===== src/rtl/drac_icache_pkg.sv =====
// rtl/drac_icache_pkg.sv - shared icache refill types and constants
package drac_icache_pkg;

  typedef enum logic [1:0] {
    IDLE    = 2'd0,
    REQ     = 2'd1,
    COLLECT = 2'd2,
    DRAIN   = 2'd3
  } ifill_state_t;

  localparam int ICACHE_FILL_BEATS  = 4;
  localparam int ICACHE_MEM_DATA_W  = 64;
  localparam int ICACHE_FILL_DATA_W = 128;

endpackage


===== src/rtl/ifill_beat_packer.sv =====
// rtl/ifill_beat_packer.sv - packs narrow memory beats into one fill-width word
module ifill_beat_packer
  import drac_icache_pkg::*;
#(
  parameter int MEM_DATA_W  = ICACHE_MEM_DATA_W,
  parameter int FILL_DATA_W = ICACHE_FILL_DATA_W
) (
  input  logic                   clk_i,
  input  logic                   rstn_i,
  input  logic                   clr_i,
  input  logic                   beat_valid_i,
  input  logic [MEM_DATA_W-1:0]  beat_data_i,
  output logic                   full_o,
  output logic [FILL_DATA_W-1:0] word_o
);

  localparam int R     = FILL_DATA_W / MEM_DATA_W;
  localparam int SUB_W = (R > 1) ? $clog2(R) : 1;
  localparam logic [SUB_W-1:0] SUB_LAST = SUB_W'(R - 1);

  logic [SUB_W-1:0]       sub_cnt_q;
  logic [FILL_DATA_W-1:0] pack_q;

  // The word seen this cycle already includes the incoming beat, so the
  // completing beat can be registered straight into the fill output.
  always_comb begin
    word_o = pack_q;
    word_o[int'(sub_cnt_q) * MEM_DATA_W +: MEM_DATA_W] = beat_data_i;
  end

  assign full_o = beat_valid_i && (sub_cnt_q == SUB_LAST);

  // Slot counter and pack register, least-significant slot filled first
  always_ff @(posedge clk_i or negedge rstn_i) begin
    if (!rstn_i) begin
      sub_cnt_q <= '0;
      pack_q    <= '0;
    end else if (clr_i) begin
      sub_cnt_q <= '0;
      pack_q    <= '0;
    end else if (beat_valid_i) begin
      pack_q    <= word_o;
      sub_cnt_q <= full_o ? '0 : sub_cnt_q + 1'b1;
    end
  end

endmodule


===== src/rtl/icache_ifill_unit.sv =====
// rtl/icache_ifill_unit.sv - icache line refill engine with flush drain and pending miss slot
module icache_ifill_unit
  import drac_icache_pkg::*;
#(
  parameter int PADDR_W     = 34,
  parameter int WAY_W       = 2,
  parameter int MEM_DATA_W  = ICACHE_MEM_DATA_W,
  parameter int FILL_DATA_W = ICACHE_FILL_DATA_W,
  parameter int FILL_BEATS  = ICACHE_FILL_BEATS
) (
  input  logic                          clk_i,
  input  logic                          rstn_i,
  input  logic                          flush_i,
  input  logic                          ifill_req_valid_i,
  input  logic [PADDR_W-1:0]            ifill_req_paddr_i,
  input  logic [WAY_W-1:0]              ifill_req_way_i,
  output logic                          ifill_resp_valid_o,
  output logic                          ifill_resp_ack_o,
  output logic [$clog2(FILL_BEATS)-1:0] ifill_resp_beat_o,
  output logic [FILL_DATA_W-1:0]        ifill_resp_data_o,
  output logic [WAY_W-1:0]              ifill_resp_way_o,
  output logic                          mem_req_valid_o,
  input  logic                          mem_req_ready_i,
  output logic [PADDR_W-1:0]            mem_req_paddr_o,
  input  logic                          mem_resp_valid_i,
  input  logic [MEM_DATA_W-1:0]         mem_resp_data_i
);

  localparam int BEAT_W = $clog2(FILL_BEATS);
  localparam logic [BEAT_W-1:0] BEAT_LAST = BEAT_W'(FILL_BEATS - 1);

  ifill_state_t state_q, state_d;

  logic [PADDR_W-1:0]     paddr_q;
  logic [WAY_W-1:0]       way_q;
  logic [BEAT_W-1:0]      beat_cnt_q;
  logic                   pend_valid_q;
  logic [PADDR_W-1:0]     pend_paddr_q;
  logic [WAY_W-1:0]       pend_way_q;

  logic                   launch;
  logic                   launch_pend;
  logic                   emit;
  logic                   pack_beat;
  logic                   pack_full;
  logic                   line_done;
  logic                   pend_set;
  logic                   pend_clr;
  logic [FILL_DATA_W-1:0] pack_word;

  // Memory beats only count while a burst is outstanding
  assign pack_beat = mem_resp_valid_i && (state_q == COLLECT || state_q == DRAIN);
  assign line_done = pack_full && (beat_cnt_q == BEAT_LAST);

  ifill_beat_packer #(
    .MEM_DATA_W  (MEM_DATA_W),
    .FILL_DATA_W (FILL_DATA_W)
  ) u_packer (
    .clk_i        (clk_i),
    .rstn_i       (rstn_i),
    .clr_i        (launch),
    .beat_valid_i (pack_beat),
    .beat_data_i  (mem_resp_data_i),
    .full_o       (pack_full),
    .word_o       (pack_word)
  );

  // Next state, launch decode and fill-beat emission
  always_comb begin
    state_d     = state_q;
    launch      = 1'b0;
    launch_pend = 1'b0;
    emit        = 1'b0;
    case (state_q)
      IDLE: begin
        if (!flush_i) begin
          if (pend_valid_q) begin
            launch      = 1'b1;
            launch_pend = 1'b1;
            state_d     = REQ;
          end else if (ifill_req_valid_i) begin
            launch  = 1'b1;
            state_d = REQ;
          end
        end
      end
      REQ: begin
        // A flush coinciding with the handshake still owes us a burst
        if (mem_req_ready_i) begin
          state_d = flush_i ? DRAIN : COLLECT;
        end else if (flush_i) begin
          state_d = IDLE;
        end
      end
      COLLECT: begin
        emit = pack_full && !flush_i;
        if (line_done) begin
          state_d = IDLE;
        end else if (flush_i) begin
          state_d = DRAIN;
        end
      end
      DRAIN: begin
        if (line_done) begin
          state_d = IDLE;
        end
      end
      default: state_d = IDLE;
    endcase
  end

  // Requests seen while draining, or alongside a flush of an active refill,
  // are parked; any flush otherwise empties the slot.
  assign pend_set = ifill_req_valid_i &&
                    (state_q == DRAIN ||
                     (flush_i && (state_q == REQ || state_q == COLLECT)));
  assign pend_clr = flush_i || launch_pend;

  // State register
  always_ff @(posedge clk_i or negedge rstn_i) begin
    if (!rstn_i) begin
      state_q <= IDLE;
    end else begin
      state_q <= state_d;
    end
  end

  // Line address, way and fill-beat counter for the active refill
  always_ff @(posedge clk_i or negedge rstn_i) begin
    if (!rstn_i) begin
      paddr_q    <= '0;
      way_q      <= '0;
      beat_cnt_q <= '0;
    end else if (launch) begin
      paddr_q    <= launch_pend ? pend_paddr_q : ifill_req_paddr_i;
      way_q      <= launch_pend ? pend_way_q : ifill_req_way_i;
      beat_cnt_q <= '0;
    end else if (pack_full) begin
      beat_cnt_q <= beat_cnt_q + 1'b1;
    end
  end

  // Single-entry pending miss slot
  always_ff @(posedge clk_i or negedge rstn_i) begin
    if (!rstn_i) begin
      pend_valid_q <= 1'b0;
      pend_paddr_q <= '0;
      pend_way_q   <= '0;
    end else if (pend_set) begin
      pend_valid_q <= 1'b1;
      pend_paddr_q <= ifill_req_paddr_i;
      pend_way_q   <= ifill_req_way_i;
    end else if (pend_clr) begin
      pend_valid_q <= 1'b0;
    end
  end

  // Registered fill response, all fields zero when not valid
  always_ff @(posedge clk_i or negedge rstn_i) begin
    if (!rstn_i) begin
      ifill_resp_valid_o <= 1'b0;
      ifill_resp_ack_o   <= 1'b0;
      ifill_resp_beat_o  <= '0;
      ifill_resp_data_o  <= '0;
      ifill_resp_way_o   <= '0;
    end else if (emit) begin
      ifill_resp_valid_o <= 1'b1;
      ifill_resp_ack_o   <= line_done;
      ifill_resp_beat_o  <= beat_cnt_q;
      ifill_resp_data_o  <= pack_word;
      ifill_resp_way_o   <= way_q;
    end else begin
      ifill_resp_valid_o <= 1'b0;
      ifill_resp_ack_o   <= 1'b0;
      ifill_resp_beat_o  <= '0;
      ifill_resp_data_o  <= '0;
      ifill_resp_way_o   <= '0;
    end
  end

  assign mem_req_valid_o = (state_q == REQ);
  assign mem_req_paddr_o = paddr_q;

  mem_resp_in_burst: assert property (@(posedge clk_i) disable iff (!rstn_i)
    mem_resp_valid_i |-> (state_q == COLLECT || state_q == DRAIN));

endmodule

===== config.mk =====
export PLATFORM = sky130hd
export DESIGN_NAME = icache_ifill_unit
export DESIGN_NICKNAME = d
export VERILOG_FILES = /design/src/rtl/drac_icache_pkg.sv /design/src/rtl/ifill_beat_packer.sv /design/src/rtl/icache_ifill_unit.sv
export SDC_FILE = /design/constraint.sdc
export NUM_CORES = 1
export LEC_CHECK = 0
export BUFFER_PORTS_ARGS = -buffer_cell sky130_fd_sc_hd__buf_4
export CAP_MARGIN = 20
export CORE_MARGIN = 2
export CORE_UTILIZATION = 35
export CTS_CLUSTER_SIZE = 20
export DETAILED_ROUTE_END_ITERATION = 8
export PLACE_DENSITY = 0.59
export SYNTH_ARGS = -nofsm -noshare
export SYNTH_HDL_FRONTEND = slang
export SYNTH_SLANG_ARGS = --single-unit
export TNS_END_PERCENT = 50

===== constraint.sdc =====
create_clock -name clk_i -period 1.9 [get_ports clk_i]
set_input_delay 0.475 -clock clk_i [delete_from_list [all_inputs] [get_ports clk_i]]
set_output_delay 0.475 -clock clk_i [all_outputs]
set_load 0.02 [all_outputs]

==> results of run 1 <==
==> metrics by stage <==
step | area (sq um) | util, % | worst slack, ns | total power (uW)
2_1_floorplan | 13600 | - | 0.176 | 13800
3_3_place_gp | 16500 | 42.8 | 0.0513 | 15700
3_5_place_dp | 16500 | 42.8 | -0.00422 | 15900
4_1_cts | 17800 | 46.3 | -0.00491 | 23600
5_1_grt | 17900 | 46.5 | -0.0194 | 24800
6_report | 17900 | 46.5 | 0.0801 | 23400
==> report_power, final <==
group	leakage, uW	internal (uW)	switching, uW	total [uW]
Clock	0.000640	4580	2940	7520
Combinational	0.00324	2790	3380	6170
Sequential	0.00457	8820	849	9670
==> cell type report <==
cell class,instances,area share (%)
flip-flops and latches,340,47.6
multi-input cells,827,26.0
repair buffers,319,15.3
clock buffers,56,6.37
well taps,518,3.63
clock inverters,14,0.959
inverters,5,0.105
==> worst paths after layout <==
kind                                       start                    to  cells after the start
max in group asynchronous                 rstn_i       pend_paddr_q[7]                      4
min in group asynchronous                 rstn_i  u_packer.pack_q[110]                      2
max reg2reg                           state_q[0]       pend_paddr_q[8]                      6
max                                   state_q[0]       pend_paddr_q[8]                      6
min                        ifill_req_paddr_i[27]      pend_paddr_q[27]                      2
min reg2reg                             way_q[1]              way_q[1]                      2
==> sequential cells by signal (all words and copies together), names as in the netlist <==
name	cells
pend_way_q	2
u_packer.pack_q	128
ifill_resp_ack_o	1
way_q	2
ifill_resp_valid_o	1
mem_req_paddr_o	34
ifill_resp_data_o	128
ifill_resp_beat_o	2
pend_valid_q	1
state_q	2
ifill_resp_way_o	2
beat_cnt_q	2
pend_paddr_q	34
u_packer.sub_cnt_q	1
==> placed cells by master (no fill, tap or decap), types with 2 or more instances in the layout <==
cell and n:
inv_1 4, clkbuf_16 39, o21ai_1 2, o21ai_0 36, bufinv_16 3, dfrtp_1 338
nand2_1 297, nor2_1 129, a21oi_1 132, mux2i_1 128, and2_1 5, o22ai_1 36
buf_4 290, clkbuf_8 12, buf_12 24, ha_1 2, inv_6 2, clkbuf_1 6
mux2_2 38, clkinvlp_4 3, nor2_4 3, clkinv_2 5, nand3_1 3, buf_6 2
ha_2 2, or2_2 2
==> worst max-delay path: stages (launching register included) <==
cell,delay [ns]
dfrtp_2,0.44
inv_1,0.10
ha_2,0.27
a21o_1,0.19
nand2_2,0.08
buf_12,0.23
mux2_2,0.37
==> Yosys cell counts (all sizes together), types with 2 or more instances <==
master | number | area share (%)
dfrtp | 340 | 63
or2 | 2 | 0.092
nor2 | 133 | 3.7
inv | 5 | 0.14
nand3 | 3 | 0.11
nand2b | 2 | 0.092
mux2 | 38 | 3.2
nand2 | 298 | 8.3
ha | 5 | 0.46
a21oi | 132 | 4.9
clkbuf | 19 | 0.53
buf | 69 | 2.7
o21ai | 39 | 1.5
mux2i | 128 | 9.4
and2 | 5 | 0.23
o22ai | 36 | 1.7
==> repair_timing <==
| action | CTS | global route |
|---|---|---|
| endpoints found under the hold margin | 25 | 0 |
| endpoints found under the setup margin | 3 | 220 |
| setup buffers | 0 | 2 |
| hold buffers | 1 | 0 |
| resized for setup | 2 | 8 |
| pin swaps | 0 | 3 |
| cloned | 0 | 1 |
==> layer usage <==
layer	vias to the layer above	GRT usage (%)	wire [um]
li1	4720	-	-
met1	4840	24.3	16300
met2	271	26.9	16000
met3	41	4.69	2490
met4	0	4.34	543
met5	-	0	0
==> logic make-up after synthesis <==
family / share of synthesized area, %
AOI/OAI and AO/OA: 8.16
xor gates and xnor gates: 0.0646
adders and majority gates: 0.461
buffers and inverters: 3.35
DFF: 62.7
muxes: 12.6
and+or+nand+nor: 12.6
==> results.md, run 1 <==
- # placed instances: roughly 2,000
- Largest net degree at the start of global routing: 82
- Die ar.: slightly above 0.04 sq mm
- Post-synth ARST share: 100%
- EDFF count, synth: 0
- Port Buffers: between 200 and 300
- Nets@finish: around 1,600
- Clk sinks: 340
- CP Capture Type: flop
- Setup violations, final: 0
- DRC errors left: 0
- Root Buffer: clkbuf_16
- Total CTS buffers: 38
- Synthesized area per cell: 10.8 sq um
- Vias in the first global route: around 10,000
- Status: finished, final reports clean
- Arr. time, crit path: roughly 2.2 ns
- Tightest Pin Transition: around 0.87 ns
- Max frequency: 549 MHz
- Data required, critical path: 2.31 ns
- Yosys warnings: 0
- IO Count: around 280
- Top FF cell, synth: dfrtp_1
- Final worst clock skew: 0.0197 ns
- Worst vdd ir: between 0.7 and 0.8 mV
- Synth unique cells: 28
- Fillers: 3,555
- N_diodes: 0
- Antenna viol nets, final: 0
- P&R area growth vs syn: 31.8%
- H-tree depth: 2
- Initial drt markers: 500
- Register area: 0.00851 sq mm
- Post-Layout Cell Count: ~2,100
- Hold Path Class: in -> reg
- Initial antenna violation count: 0
- CP Max Fanout: 37
- Total wire length: 35,400 um
- Syn_nets: roughly 1,400
- Initial Util: between 30% and 40%
- Tmin final: 1.82 ns
- Total GRT Usage: around 17%
- First-pass GRT wire length: between 50,000 and 60,000 um
- Post-synthesis sequential area ratio: a little over three fifths
- Skew-Pair Late Insertion Delay: about 0.53 ns
- Final Hold Fails: 0
- Critical path type: reg -> reg
- Leakage Power: about 0.0084 uW
- GPL Wtd Cong: around 0.75
- Reg clk slew, reported paths: 0.06 ns
- Mapped Area: about 0.014 sq mm
- Hold_ws: approximately 0.19 ns
- Gate Count Post-Synth: 1,260
- Setup TNS Final: 0 ns
- CTS max path bufs: 3
- Final HPWL DP: between 20,000 and 25,000 um
- Worst Setup Start Kind: flop
- Synth Register Bits: 340
- FF-to-FF setup slack: ~0.08 ns
- Row cnt: 72
- Drt pass-1 iters: 5
- DR WL/cell: around 17 um
- Die X: roughly 200 um
- Core ar.: slightly below 0.04 sq mm
- CTS tree: yes
- Multi-input gate area: roughly 0.0047 sq mm
- Relative slew slack: between 40% and 50%
- Vias: 9,872
- Die height: around 200 um
- Layout cell share with drive strength beyond 1: around 28%
- Via density: roughly 4.7
- GR Overflow Total: 0
- Final Max Tran Viols: 0
- Max Cap Viol: 0
- Fin crit share: between 90% and 100%
- PD cells: approximately 1300 mW/mm^2
Power figures use the tool's default switching activity.
==> inputs of run 2 (changes only) <==
Settings changed: CELL_PAD_IN_SITES_DETAIL_PLACEMENT from default to 1, CELL_PAD_IN_SITES_GLOBAL_PLACEMENT from default to 1, PLACE_DENSITY 0.59 to 0.71.
==> run 2 against run 1 <==
Against the previous run: power grew 2.3%; setup slack worse by 0.025 ns; clock power grew 0.9%; global-route usage rose by 1.9 points; die area unchanged.
==> results.md, run 2 (synthesis results as in run 1) <==
- Status: finished, final reports clean
- Pwr Total: roughly 24,000 uW
- GPL Wtd Cong: approximately 0.74
- Data required, critical path: approximately 1.4 ns
- Pre-CTS setup slack: -0.109 ns
- Post-Layout Cell Count: roughly 2,100
- Row cnt: 72
- Nets@finish: approximately 1,700
- Die height: around 200 um
- Critical path type: reg -> out
- Worst setup margin: between 0.05 and 0.06 ns
- FF-to-FF setup slack: approximately 0.09 ns
- # placed instances: around 2,000
- Worst R2R Path Depth: 9
- DR WL/cell: 19.1 um
- Die X: between 200 and 250 um
- First-pass GRT wire length: between 60,000 and 70,000 um
- H-tree depth: 2
- DRC errors left: 0
- CP Max Fanout: 4
- Hold_ws: about 0.18 ns
- Tightest Pin Transition: about 0.52 ns
- Clk sinks: 340
- Arr. time, crit path: ~1.4 ns
- Leakage Power: ~0.0086 uW
- Via density: between 4 and 5
- Critical R2R Capture: u_packer.pack_q[66]
- PD cells: 1320 mW/mm^2
- Reg-to-reg startpoint: state_q[0]
- Total wire length: 40,100 um
- Layout cell share with drive strength beyond 1: between 20% and 30%
- Relative slew slack: 65.3%
- Largest regs: ifill_resp_data_o: 128 flops, u_packer.pack_q: 128 flops
- Hold Path Class: in -> reg
- Max stage delay cell, worst path: dfrtp_1
- Vias: 10,202
- GR Overflow Total: 0
- Total CTS buffers: 39
- Final HPWL DP: around 25,000 um
- Largest net degree at the start of global routing: 88
- Worst Hold End: pend_paddr_q[10]
- Worst path depth: 3
- Vias in the first global route: ~11,000
- Port Buffers: between 200 and 300
- Final Hold Fails: 0
- CTS tree: yes
- Hold_sp: ifill_req_paddr_i[10]
- Core ar.: between 0.03 and 0.04 sq mm
- Delay-heaviest family, CP: flip-flops
- Die ar.: 0.0403 sq mm
- Initial antenna violation count: 1
- Antenna viol nets, final: 0
- Fin crit share: 97.1%
- CP Capture Type: primary output
- Critical Path, Cell by Cell: buf_4 > ha_4 > buf_6
- Final worst clock skew: around 0.015 ns
- Max stage delay on crit path: between 0.3 and 0.4 ns
- Setup violations, final: 0
- Total GRT Usage: between 15 and 20%
- Max frequency: approximately 540 MHz
- RSZ-0062 raised after global routing: yes
- Buf/Inv on CP: 2
- Tmin final: roughly 1.8 ns
- IO Count: around 280
- Max Cap Viol: 0
- Commonest non-fill, non-tap cell in the layout: dfrtp_1
- Setup TNS Final: 0 ns
- Skew-Pair Late Insertion Delay: about 0.53 ns
- Worst vdd ir: 0.832 mV
- Most frequent cells in the layout: 339 x dfrtp_1, 297 x nand2_1, 290 x buf_4, 131 x a21oi_1, 129 x nor2_1
- Worst Setup Start Kind: flop
- P&R area growth vs syn: 33.8%
- Root Buffer: clkbuf_16
- Initial Util: a little over a third
- Initial drt markers: between 400 and 500
- Reg clk slew, reported paths: ~0.060 ns
- Final Max Tran Viols: 0
- Drt pass-1 iters: 4
- Critical Path Start: state_q[0]
- Cells on Worst Hold Path: 2
- CTS max path bufs: 3
## run 2: cell count changes in the layout (fill, tap and decap cells not counted), sizes merged
| cell | change |
|---|---|
| clkbuf | +8 |
| buf | +6 |
| clkinv | +2 |
| bufinv | -1 |
| diode | +1 |
| inv | -1 |
## run 2: stage by stage
stage	instance area (sq um)	utilization, %
global route	18100	47.2
floorplan	13600	-
detailed placement	16500	42.9
CTS	17800	46.4
global placement	16500	42.9
finish	18100	47.2
## run 2: cell type report
cell class                      instances  area, sq um
Clock inverter                         14          146
Clock buffer                           58         1170
Tap cell                              518          648
Multi-Input combinational cell        827         4660
Inverter                                5         18.8
Sequential cell                       340         8510
Antenna cell                            1         2.50
Timing Repair Buffer                  331         2990
Fill cell                            4202        20300
## run 2: worst reg2reg max path, stage by stage, from the launching register on
cell	delay, ns
dfrtp_1	0.39
buf_4	0.14
ha_2	0.20
o21ai_4	0.17
buf_6	0.13
or2_4	0.17
buf_4	0.14
clkbuf_16	0.16
nand2_1	0.06
a21oi_1	0.17
## run 2: worst max-delay path by stage
| stage | slack, ns | end |
|---|---|---|
| 2_1_floorplan | 0.18 | pend_paddr_q[10] |
| 3_3_place_gp | -0.04 | beat_cnt_q[0] |
| 3_5_place_dp | -0.11 | u_packer.pack_q[106] |
| 4_1_cts | -0.03 | u_packer.pack_q[91] |
| 5_1_grt | -0.03 | u_packer.pack_q[66] |
| 6_report | 0.06 | mem_req_valid_o |
## run 2: repair_timing
item,in CTS,in global routing
gates resized for setup,5,16
setup buffers,1,10
hold buffers,1,0
pin swaps,0,1
setup endpoints to repair,67,215
gates cloned,0,7
endpoints found under the hold margin,22,0
## run 2: per-layer routing
metal / vias up / track usage (%) / wire length [um]
met5: - / 0 / 0
li1: 4745 / - / -
met3: 57 / 4.82 / 2390
met4: 0 / 5.50 / 880
met2: 224 / 31.8 / 19400
met1: 5176 / 25.1 / 17400
## run 2: report_power, final
| part | internal, uW | switching (uW) |
|---|---|---|
| Sequential | 8820 | 851 |
| Clock | 4550 | 3040 |
| Combinational | 3050 | 3590 |
| Total | 16400 | 7480 |
==> inputs of run 3 (changes only) <==
Settings changed: CORE_ASPECT_RATIO from default to 2.
==> run 3 against run 2 <==
Against the previous run: combinational power shrank 3%; final area shrank 2.8%; final cell count shrank 1.2%; count of clock-buffer cells in the layout shrank 18; global-route usage grew 0.17 points; power shrank 6.2%; sequential power grew 0.7%; setup slack lost 0.034 ns; first-iteration DRC count shrank 27%; clock power shrank 18%; utilization shrank 1.3 points; critical endpoint unchanged; highest routed layer unchanged.
==> results.md, run 3 (synthesis results as in run 1) <==
- DRC errors left: 0
- PD cells: 1270 mW/mm^2
- Total wire length: slightly below 40,000 um
- Max stage delay on crit path: 0.43 ns
- P&R area growth vs syn: 30.0%
- Arr. time, crit path: about 1.4 ns
- Hold Path Class: in -> reg
- Skew-Pair Late Insertion Delay: around 0.57 ns
- DR WL/cell: around 19 um
- Hold_sp: ifill_req_paddr_i[6]
- Met3 usage: under 10%
- Reg clk slew, reported paths: around 0.07 ns
- Port Buffers: roughly 270
- Design Area, Final: approximately 0.018 sq mm
- Core ar.: 0.0384 sq mm
- Max stage delay cell, worst path: dfrtp_1
- Psw: around 7300 uW
- GPL Wtd Cong: between 0.7 and 0.8
- M1 GR Usage: 24.2%
- Commonest non-fill, non-tap cell in the layout: dfrtp_1
- FF-to-FF setup slack: between 0.1 and 0.15 ns
- CTS tree: yes
- CP Capture Type: primary output
- Data required, critical path: ~1.4 ns
- Final Max Tran Viols: 0
- Placed Area: approximately 0.017 sq mm
- Via density: 4.94
- Relative slew slack: 57.3%
- Vias in the first global route: about 11,000
- Switching Fraction: around a third
- Worst Setup Start Kind: flop
- N_diodes: 0
- Max Cap Viol: 0
- Pint: roughly 15,000 uW
- Worst Setup EP: mem_req_valid_o
- Final Hold Fails: 0
- Die X: roughly 140 um
- Reg-to-reg startpoint: state_q[0]
- Final HPWL DP: around 26,000 um
- IO Count: 275
- Initial Util: 35.3%
- Nets@finish: around 1,600
- Max frequency: around 530 MHz
- Setup violations, final: 0
- Setup TNS Final: 0 ns
- Root Buffer: clkbuf_16
- Global route hottest layer: met2
- Worst R2R Path Depth: 7
- Met2 Resource Use GR: ~34%
- Clk sinks: 340
- First-pass GRT wire length: about 62,000 um
- Leakage Power: around 0.0083 uW
- Critical path type: reg -> out
- Most frequent cells in the layout: 338 x dfrtp_1, 297 x nand2_1, 291 x buf_4, 132 x a21oi_1, 129 x nor2_1
- GR Overflow Total: 0
- Largest net degree at the start of global routing: 89
- Final core utilization: 45.9%
- Status: finished, final reports clean
- Antenna viol nets, final: 0
- Drt pass-1 iters: 4
- Critical R2R Capture: ifill_resp_data_o[43]
- Total CTS buffers: 31
- Vias: 10,212
- Initial antenna violation count: 0
- Reg power frac: between 40% and 50%
- Largest regs: ifill_resp_data_o: 128 flops, u_packer.pack_q: 128 flops
- Fin crit share: 98.9%
- Initial drt markers: 325
- Total GRT Usage: about a fifth
- Tmin final: roughly 1.9 ns
- CP Max Fanout: 4
- CTS max path bufs: 3
- Tightest Pin Transition: about 0.64 ns
- Critical Path, Cell by Cell: inv_2 > ha_4 > buf_6
- Die ar.: roughly 0.040 sq mm
- Hold_ws: between 0.1 and 0.15 ns
- Critical Path Start: state_q[1]
- Layout cell share with drive strength beyond 1: between 20% and 30%
- Die height: 282 um
- Worst vdd ir: 0.798 mV
- Comb pwr share: 28.8%
- RSZ-0062 raised after global routing: yes
- H-tree depth: 1
- Row cnt: 102
- Final worst clock skew: around 0.010 ns
- Clock share of power: about 28%
==> run 3: worst max-delay path: cells and delay by family, from the launching register on <==
| kind | cells | cell delay (ns) |
|---|---|---|
| fa+ha+maj | 1 | 0.16 |
| buf+inv | 2 | 0.25 |
| flops | 1 | 0.43 |
==> run 3: worst min-delay path by stage <==
| stage | to | slack (ns) | depth (start not counted) |
|---|---|---|---|
| floorplan | beat_cnt_q[0] | 0.18 | 0 |
| global placement | ifill_resp_data_o[120] | 0.37 | 1 |
| detailed placement | ifill_resp_data_o[120] | 0.38 | 1 |
| CTS | pend_way_q[0] | 0.11 | 2 |
| global route | pend_paddr_q[2] | 0.13 | 2 |
| finish | pend_paddr_q[6] | 0.15 | 2 |
==> run 3: area by class of cell <==
| type | count | area, sq um |
|---|---|---|
| Inverter | 5 | 18.8 |
| Sequential cell | 340 | 8510 |
| Fill cell | 4199 | 20800 |
| Clock buffer | 40 | 860 |
| Clock inverter | 13 | 128 |
| Multi-Input combinational cell | 827 | 4660 |
| Timing Repair Buffer | 323 | 2800 |
| Tap cell | 520 | 651 |
==> run 3: power by group through the flow <==
stage          Combinational (uW)  Sequential, uW  Clock [uW]
2_1_floorplan                3830            9950           0
3_3_place_gp                 6130            9700           0
3_5_place_dp                 6440            9830           0
4_1_cts                      6500            9730        6460
5_1_grt                      7100            9940        6700
6_report                     6450            9740        6220
==> run 3: per-stage QoR <==
step	total power [uW]	setup WS, ns	cells
2_1_floorplan	13800	0.176	1260
3_3_place_gp	15800	0.122	2013
3_5_place_dp	16300	0.0157	2013
4_1_cts	22700	0.00964	2067
5_1_grt	23700	-0.00988	2068
6_report	22400	0.0215	2068
==> run 3: repair_timing <==
| item | CTS | global route |
|---|---|---|
| hold buffers | 1 | 0 |
| hold endpoints to repair | 24 | 0 |
| buffers inserted | 0 | 1 |
| gates resized for setup | 7 | 7 |
| pin swaps | 0 | 2 |
| setup endpoints to repair | 7 | 170 |
==> run 3: routing by layer <==
metal,vias to the layer above,part of all wire [%]
met5,-,0
met4,0,2.1
met3,55,6.5
met2,281,50
met1,5182,41
li1,4694,-
